## src/rtl/gravity_sequencer_pkg.sv

```systemverilog
// rtl/gravity_sequencer_pkg.sv - shared gravity sequencer types and defaults
package gravity_sequencer_pkg;

    localparam int DEF_LEVEL_W     = 4;
    localparam int DEF_BASE_PERIOD = 15;
    localparam int DEF_LOCK_TICKS  = 2;
    localparam int DEF_CNT_W       = 4;

    typedef enum logic [1:0] {
        ST_COUNT     = 2'd0,
        ST_DROP_REQ  = 2'd1,
        ST_LOCK_WAIT = 2'd2,
        ST_LOCK_REQ  = 2'd3
    } seq_state_t;

endpackage

```

## src/rtl/gravity_period.sv

```systemverilog
// rtl/gravity_period.sv - level to drop period, saturating at one tick
module gravity_period
    import gravity_sequencer_pkg::*;
#(
    parameter int LEVEL_W     = DEF_LEVEL_W,
    parameter int CNT_W       = DEF_CNT_W,
    parameter int BASE_PERIOD = DEF_BASE_PERIOD
)(
    input  logic [LEVEL_W-1:0] level,
    output logic [CNT_W-1:0]   period
);

    // Faster levels shorten the period; never let it reach zero
    always_comb begin
        if (32'(level) < 32'(BASE_PERIOD)) begin
            period = CNT_W'(32'(BASE_PERIOD) - 32'(level));
        end else begin
            period = CNT_W'(1);
        end
    end

endmodule

```

## src/rtl/gravity_sequencer.sv

```systemverilog
// rtl/gravity_sequencer.sv - turns game ticks into drop/lock requests
module gravity_sequencer
    import gravity_sequencer_pkg::*;
#(
    parameter int LEVEL_W     = DEF_LEVEL_W,
    parameter int BASE_PERIOD = DEF_BASE_PERIOD,
    parameter int LOCK_TICKS  = DEF_LOCK_TICKS,
    parameter int CNT_W       = DEF_CNT_W
)(
    input  logic               clk,
    input  logic               rst,
    input  logic               pause,
    input  logic               tick,
    input  logic [LEVEL_W-1:0] level,
    input  logic               soft_drop,
    input  logic               landed,
    output logic               drop_req,
    input  logic               drop_ack,
    output logic               lock_req,
    input  logic               lock_ack,
    output logic               overrun
);

    seq_state_t       state, state_d;
    logic [CNT_W-1:0] tick_cnt, tick_cnt_d;
    logic [CNT_W-1:0] lock_cnt, lock_cnt_d;
    logic             pending, pending_d;
    logic             drop_req_d, lock_req_d, overrun_d;
    logic [CNT_W-1:0] period;
    logic [CNT_W:0]   tick_next;
    logic [CNT_W:0]   lock_next;
    logic             drop_due;
    logic             lock_due;

    gravity_period #(
        .LEVEL_W     (LEVEL_W),
        .CNT_W       (CNT_W),
        .BASE_PERIOD (BASE_PERIOD)
    ) u_period (
        .level  (level),
        .period (period)
    );

    // >= rather than == so a mid-count level increase fires on the next tick
    assign tick_next = {1'b0, tick_cnt} + (CNT_W+1)'(1);
    assign lock_next = {1'b0, lock_cnt} + (CNT_W+1)'(1);
    assign drop_due  = tick && (soft_drop || (tick_next >= {1'b0, period}));
    assign lock_due  = tick && (lock_next == (CNT_W+1)'(LOCK_TICKS));

    // State and counter registers; pause freezes everything except reset
    always_ff @(posedge clk) begin
        if (rst) begin
            state    <= ST_COUNT;
            tick_cnt <= '0;
            lock_cnt <= '0;
            pending  <= 1'b0;
            drop_req <= 1'b0;
            lock_req <= 1'b0;
            overrun  <= 1'b0;
        end else if (!pause) begin
            state    <= state_d;
            tick_cnt <= tick_cnt_d;
            lock_cnt <= lock_cnt_d;
            pending  <= pending_d;
            drop_req <= drop_req_d;
            lock_req <= lock_req_d;
            overrun  <= overrun_d;
        end
    end

    // Next state, tick/lock counting and the deferred-drop flag
    always_comb begin
        state_d    = state;
        tick_cnt_d = tick_cnt;
        lock_cnt_d = lock_cnt;
        pending_d  = pending;
        case (state)
            ST_COUNT: begin
                if (pending) begin
                    pending_d = 1'b0;
                    state_d   = ST_DROP_REQ;
                end else if (landed) begin
                    lock_cnt_d = '0;
                    tick_cnt_d = '0;
                    state_d    = ST_LOCK_WAIT;
                end else if (drop_due) begin
                    tick_cnt_d = '0;
                    state_d    = ST_DROP_REQ;
                end else if (tick) begin
                    tick_cnt_d = tick_next[CNT_W-1:0];
                end
            end
            ST_DROP_REQ: begin
                if (drop_due) begin
                    tick_cnt_d = '0;
                    pending_d  = 1'b1;
                end else if (tick) begin
                    tick_cnt_d = tick_next[CNT_W-1:0];
                end
                if (drop_ack) begin
                    state_d = ST_COUNT;
                end
            end
            ST_LOCK_WAIT: begin
                if (!landed) begin
                    tick_cnt_d = '0;
                    state_d    = ST_COUNT;
                end else if (tick) begin
                    lock_cnt_d = lock_next[CNT_W-1:0];
                    if (lock_due) begin
                        state_d = ST_LOCK_REQ;
                    end
                end
            end
            ST_LOCK_REQ: begin
                if (lock_ack) begin
                    tick_cnt_d = '0;
                    lock_cnt_d = '0;
                    pending_d  = 1'b0;
                    state_d    = ST_COUNT;
                end
            end
            default: begin
                state_d = ST_COUNT;
            end
        endcase
    end

    // Requests follow the next state, so they can never overlap
    always_comb begin
        drop_req_d = (state_d == ST_DROP_REQ);
        lock_req_d = (state_d == ST_LOCK_REQ);
        overrun_d  = (state == ST_DROP_REQ) && drop_due && pending;
    end

endmodule

```

## config.mk

```make
export PLATFORM = sky130hd
export DESIGN_NAME = gravity_sequencer
export DESIGN_NICKNAME = d
export VERILOG_FILES = /design/src/rtl/gravity_sequencer_pkg.sv /design/src/rtl/gravity_period.sv /design/src/rtl/gravity_sequencer.sv
export SDC_FILE = /design/constraint.sdc
export NUM_CORES = 1
export LEC_CHECK = 0
export ABC_AREA = 1
export CAP_MARGIN = 30
export CORE_AREA = 2 2 52 54
export CTS_CLUSTER_DIAMETER = 60
export DETAILED_ROUTE_END_ITERATION = 7
export DIE_AREA = 0 0 54 56
export SLEW_MARGIN = 40
export SYNTH_ARGS = -nofsm -noshare
export SYNTH_HDL_FRONTEND = slang
export SYNTH_SLANG_ARGS = --single-unit
```

## constraint.sdc

```tcl
create_clock -name clk -period 2.4 [get_ports clk]
set_clock_uncertainty 0.15 [all_clocks]
set_input_delay 0.36 -clock clk [delete_from_list [all_inputs] [get_ports clk]]
set_output_delay 0.36 -clock clk [all_outputs]
set_load 0.01 [all_outputs]
```

==> results.toml <==
[outcome]
status = "completed"

[floorplan]
core-area_mm2 = 0.00243
initial_util = 0.382
die_height_um = 56
die_width_um = 54
die_area_mm2 = 0.00302
rows = 18
ios = 15

[clocking]
clock_insertion_delay_worst_skew_ns = 0.29
clkTransAtPathRegs_ns = 0.08
htree_levels = 1
post_cts.resized_instances = 0
cts_root_buf = "sky130_fd_sc_hd__clkbuf_4"
tritoncts.num_buffers = 3
clock_tree.buffer_depth = 2
cts_tree = "built"
cts.sink_count = 14
ctsHoldBuffers = 0
postCtsSetupRepairBufs = 0

[grt]
grt-ovfl-total = 0
grt_use_total = 0.152
grt_pass1_vias = 869
antenna_found_initial = 0
grt_pass1_wl_um = 3510
grt_max_degree = 9

[critical_path]
worst-setup-path-type = "input port to flip-flop"
critical_path_peak_fanout = 4
worst-endpoint-required_ns = 2.43
arrival_ns = 2.06
crit_path_end_kind = "flip-flop"
worst_setup_path_start_kind = "input port"

[place]
io_buffers = 14
gp_routability_congestion = 0.900
hpwl_dp_um = 1550
worst_setup_slack_post_dpl_ns = 0.0545

[timing]
timing.final.hold_violations = 0
post-route-worst-setup-slack_ns = 0.364
max-slew-margin-rel = 0.790
hold_ws_ns = 0.318
slew_viol_final = 0
unrepaired_setup_endpoints_after_global_routing = "false"
worst_pin_slew_ns = 0.314
min_period_ns = 2.04
fmax_mhz = 491
fin_setup_tns_ns = 0
layout_worst_path_cycle_share = 0.848
timing.final.setup_violations = 0

[logic_synthesis]
synth.cell_area_um2 = 930
post_synthesis_cell_type_count = 20
net_count_of_the_mapped_netlist = 156
yosysTopAreaCellShare = 0.301
synth.largest_area_cell = "sky130_fd_sc_hd__dfxtp_1"
post_synth.cell_area_avg_um2 = 6.79
yosys_warnings = 0
synth.top_cells.by_area = "sky130_fd_sc_hd__dfxtp_1 (30%), sky130_fd_sc_hd__nand2_1 (15%), sky130_fd_sc_hd__ha_1 (9.4%), sky130_fd_sc_hd__a21oi_1 (6.5%), sky130_fd_sc_hd__inv_1 (6.5%)"
seq_cells_post_synth = 14
yosysSeqAreaShare = 0.301
syn_inst = 137

[cells_and_area]
num-nets-final = 171
syn_to_final_growth_pct = 20.6
insertedDiodeCount = 0
fraction_of_layout_cells_with_a_size_suffix_above_1 = 0.0927

[routing]
first_pass_iters = 5
dr.first_iter.drc_count = 22
detail_route.wl_per_cell_um = 11.0
post_drt_via_cell_ratio = 4.94
detail_route.drc_violations = 0
antenna_violating_nets_post_route = 0
via_count = 895
drt-total-wl_um = 1990

[pwr]
power-per-cell-area_mw_per_mm2 = 484
static-leakage-power_nw = 0.523
ir_worst_vdd_uv = 389

[flow_run]
timing.max_cap.violations = 0

[worst_hold_path]
hold_path.class = "flip-flop to flip-flop"
## metal layers
| layer | global-route usage | up-vias | routed length (um) |
|---|---|---|---|
| met5 | 0 | - | 0 |
| met4 | 0.0893 | 0 | 51 |
| met1 | 0.203 | 397 | 961 |
| li1 | - | 469 | - |
| met3 | 0.0161 | 5 | 85 |
| met2 | 0.230 | 24 | 894 |
## kinds of logic (layout without fill, tap and decap cells)
family	after synthesis	count (layout)	share of synthesized area
buffers and inverters	22	36	0.0969
xor gates and xnor gates	5	5	0.0471
AOI/OAI and AO/OA	28	28	0.187
and+or+nand+nor	61	61	0.273
adders and majority gates	7	7	0.0942
DFF	14	14	0.301
## placed cells by master (no fill, tap or decap), drive strengths merged, types with 4 or more instances in the layout
cell / n
nand2: 38
inv: 18
dfxtp: 14
clkdlybuf4s50: 14
a21oi: 14
nor2: 12
nand3: 10
o21ai: 10
ha: 7
xor2: 4
clkbuf: 4
## cells in the mapped netlist
cell type / instances
sky130_fd_sc_hd__nand2_1: 38
sky130_fd_sc_hd__inv_1: 16
sky130_fd_sc_hd__dfxtp_1: 14
sky130_fd_sc_hd__a21oi_1: 12
sky130_fd_sc_hd__nand3_1: 10
sky130_fd_sc_hd__nor2_1: 8
sky130_fd_sc_hd__o21ai_0: 8
sky130_fd_sc_hd__ha_1: 7
sky130_fd_sc_hd__nor2_2: 4
sky130_fd_sc_hd__xor2_1: 4
sky130_fd_sc_hd__clkbuf_1: 3
sky130_fd_sc_hd__o211a_1: 3
sky130_fd_sc_hd__a21oi_2: 2
sky130_fd_sc_hd__inv_2: 2
sky130_fd_sc_hd__a211oi_2: 1
sky130_fd_sc_hd__buf_6: 1
sky130_fd_sc_hd__nand4_1: 1
sky130_fd_sc_hd__o21ai_1: 1
sky130_fd_sc_hd__o21ai_2: 1
sky130_fd_sc_hd__xnor2_1: 1
## layout make-up
class                           instances  area, um2
Inverter                               18       67.6
Timing Repair Buffer                   14        140
Tap cell                               30       37.5
Fill cell                             254       1310
Sequential cell                        14        280
Multi-Input combinational cell        101        559
Clock buffer                            4       36.3
## worst max-delay path: stages
cell,delay [ns]
sky130_fd_sc_hd__clkdlybuf4s50_1,0.43
sky130_fd_sc_hd__nand3_1,0.09
sky130_fd_sc_hd__nand2_1,0.06
sky130_fd_sc_hd__ha_1,0.27
sky130_fd_sc_hd__inv_1,0.04
sky130_fd_sc_hd__nand2_1,0.05
sky130_fd_sc_hd__nand2_1,0.05
sky130_fd_sc_hd__nand2_1,0.05
sky130_fd_sc_hd__nand2_1,0.04
sky130_fd_sc_hd__nand2_1,0.05
sky130_fd_sc_hd__nand2_1,0.06
sky130_fd_sc_hd__a21oi_1,0.24
sky130_fd_sc_hd__nor2_2,0.09
sky130_fd_sc_hd__o21ai_1,0.11
sky130_fd_sc_hd__a21oi_2,0.07
## metrics by stage
step                instance area [um2]  power [mW]  instances   util
floorplan                           930       0.336        137      -
global placement                   1080       0.373        177  0.446
detailed placement                 1080       0.376        177  0.446
CTS                                1120       0.548        181  0.461
global route                       1120       0.578        181  0.461
finish                             1120       0.543        181  0.461
## worst paths after layout
check                                               from                  endpoint  slack (ns)  cells past startpoint
worst max-delay path                            level[3]  tick_cnt[3]$_SDFFE_PP0P_        0.36                     15
worst min-delay path               drop_req$_SDFFE_PP0N_     drop_req$_SDFFE_PP0N_        0.32                      2
worst max register to register  tick_cnt[0]$_SDFFE_PP0P_  tick_cnt[3]$_SDFFE_PP0P_        0.39                     11
worst min register to register     drop_req$_SDFFE_PP0N_     drop_req$_SDFFE_PP0N_        0.32                      2
## state kept, by name (all words and copies together) (netlist names)
register,cells
drop_req,1
overrun,1
state,2
pending,1
lock_cnt,4
tick_cnt,4
lock_req,1
## power by group
group          total, mW  internal, mW  switching, mW
Combinational      0.112        0.0506         0.0611
Sequential         0.260         0.245         0.0150
Clock              0.171        0.0925         0.0790
No activity file was read; power rests on OpenSTA's default activity.
==> RTL edit, RTL diff (config.mk and constraints unchanged) <==
Set the package constant `DEF_CNT_W` to 5 (it was 4).
--- a/src/rtl/gravity_sequencer_pkg.sv
+++ b/src/rtl/gravity_sequencer_pkg.sv
@@ -4,7 +4,7 @@
     localparam int DEF_LEVEL_W     = 4;
     localparam int DEF_BASE_PERIOD = 15;
     localparam int DEF_LOCK_TICKS  = 2;
-    localparam int DEF_CNT_W       = 4;
+    localparam int DEF_CNT_W       = 5;
 
     typedef enum logic [1:0] {
         ST_COUNT     = 2'd0,
Formal check against the unedited RTL: same outputs for any inputs over 10 cycles, from zero or initial values and one cycle with rst high; that may be too few to reach the edited logic, so the function may still have changed.
==> RTL edit against the original RTL <==
  * Synthesized cell count rose by 22%
  * Worst setup slack got worse by 0.090 ns
  * Total power rose by 12%
  * Synthesized area rose by 17%
  * Global-route usage rose by 1.7 points
  * Critical path depth fell by 4
  * Final area rose by 17%
  * Sequential cell count rose by 2
  * Routed wire length rose by 13%
  * Count of clock-buffer cells in the layout did not move
  * Hold slack got worse by 0.0075 ns
  * Largest cell class unchanged
==> RTL edit: results (changes against the original RTL) <==
[synthesis]
avgSynthCellArea_sq_um=6.53  ; was 6.79 sq um
synth-xor-area-share=0.0563  ; was 0.0471
synth_compound_area_frac=0.138  ; was 0.187
yosys_most_used_dff=dfxtp_1  ; unchanged
ys_async_sr_fraction=0  ; unchanged
synth_fa_ha_area_frac=0.0804  ; was 0.0942
synth_cell_types=23  ; was 20
yosys-top-cells-area=dfxtp_1, nand2_1, ha_1  ; unchanged
synth_nets=186  ; was 156
seq_area_frac_synth=0.294  ; was 0.301
synthTopCellsByCount=nand2_1, inv_1, a21oi_1, dfxtp_1, nand3_1  ; was nand2_1, inv_1, dfxtp_1

[timing]
setup_violations=0  ; unchanged
slew_violations=0  ; unchanged
slew_headroom=0.592  ; was 0.790

[worst_setup_path]
timing.rr.start=tick_cnt[0]  ; unchanged
critPathSlowestCell=dfxtp_1  ; was clkdlybuf4s50_1
cp_max_fo=6  ; was 4
critPathArrivalTime_ns=2.19  ; was 2.06 ns
cpPeakStageDelay_ns=0.47  ; was 0.43 ns
start_kind=flop  ; was input port
critPathTopFamily=adder cells  ; was simple AND/OR/NAND/NOR gates

[clock_network]
cts_hold_buf=0  ; unchanged
postCtsSetupRepairBufs=0  ; unchanged
insertion_delay_ns=0.29  ; about the same
cts_buffers=3  ; unchanged
clkTransAtPathRegs_ns=0.10  ; was 0.08 ns
cts_htree_levels=1  ; unchanged
ctsRootBufferMaster=clkbuf_4  ; unchanged

[routing]
drt-initial-drc-count=27  ; was 22
first_pass_iters=4  ; was 5
via_per_inst=4.82  ; was 4.94
drt-total-wl_mm=2.24  ; was 1.99 mm

[placement]
hpwl_mm=1.70  ; was 1.55 mm
post_dp_cell_area_sq_mm=0.00127  ; was 0.00108 sq mm
routabilityCongestion=0.821  ; was 0.900
dp_slack_ns=0.0171  ; was 0.0545 ns

[grt]
antenna_found_initial=0  ; unchanged
first_global_vias=922  ; was 869
grt_util_all_layers=0.169  ; was 0.152
grt_start_max_net_pins=17  ; was 9
grt_pass1_wl_mm=3.84  ; was 3.51 mm

[cells_and_area]
layout-drive-gt1-share=0.104  ; was 0.0927
fin_nets=202  ; was 171
fillCellCount=245  ; was 254
stdcell_count=212  ; was 181
reg_top3=lock_cnt (5), tick_cnt (5), state (2)  ; was lock_cnt (4), tick_cnt (4), state (2)

[pwr]
power.leakage_nw=0.584  ; was 0.523 nW
vdd_drop_max_uv=318  ; was 389 uV

[status]
outcome=complete, no violations  ; unchanged

[worst_hold_path]
hp-class=flop to flop  ; unchanged

RTL edit: cell count changes after synthesis, sizes merged, moves of 3 or more:
cell	unedited run	this run
inv	18	25
nand2	38	45
nor3	0	4
o21ai	10	6
a21oi	14	17
o211a	3	0
RTL edit: report_power, final:
group | switching [mW] | internal [mW] | leakage, nW | total (mW)
Sequential | 0.0129 | 0.277 | 0.130 | 0.290
Combinational | 0.0776 | 0.0585 | 0.433 | 0.136
Clock | 0.0889 | 0.0924 | 0.0210 | 0.181
RTL edit: worst paths after layout:
check,to,depth (start not counted),slack [ns]
setup / recovery,tick_cnt[0],11,0.27
hold / removal,drop_req,2,0.31
setup reg to reg,tick_cnt[0],11,0.27
hold reg to reg,drop_req,2,0.31
RTL edit: area by class of cell:
| cell class | count | area [sq um] | area share |
|---|---|---|---|
| Multi-Input combinational cell | 119 | 648 | 0.496 |
| Sequential cell | 16 | 320 | 0.245 |
| Inverter | 25 | 93.8 | 0.0718 |
| Clock buffer | 4 | 36.3 | 0.0278 |
| Tap cell | 30 | 37.5 | 0.0287 |
| Timing Repair Buffer | 18 | 170 | 0.130 |
RTL edit: worst register-to-register path, cell delays in order (launching register included):
cell and delay, ns:
dfxtp_1 0.47, ha_1 0.24, xor2_1 0.20, ha_1 0.26, nand2_1 0.06, nand2_1 0.04, nand2_1 0.08, a21oi_1 0.07
buf_4 0.15, nor3_4 0.16, nand2_1 0.07, a21oi_1 0.12
RTL edit: routing by layer:
layer	GRT usage	share of wire	vias to the layer above
met5	0	0	-
met4	0.0786	0.018	0
met3	0.0376	0.030	5
met2	0.239	0.43	13
met1	0.240	0.53	443
li1	-	-	561
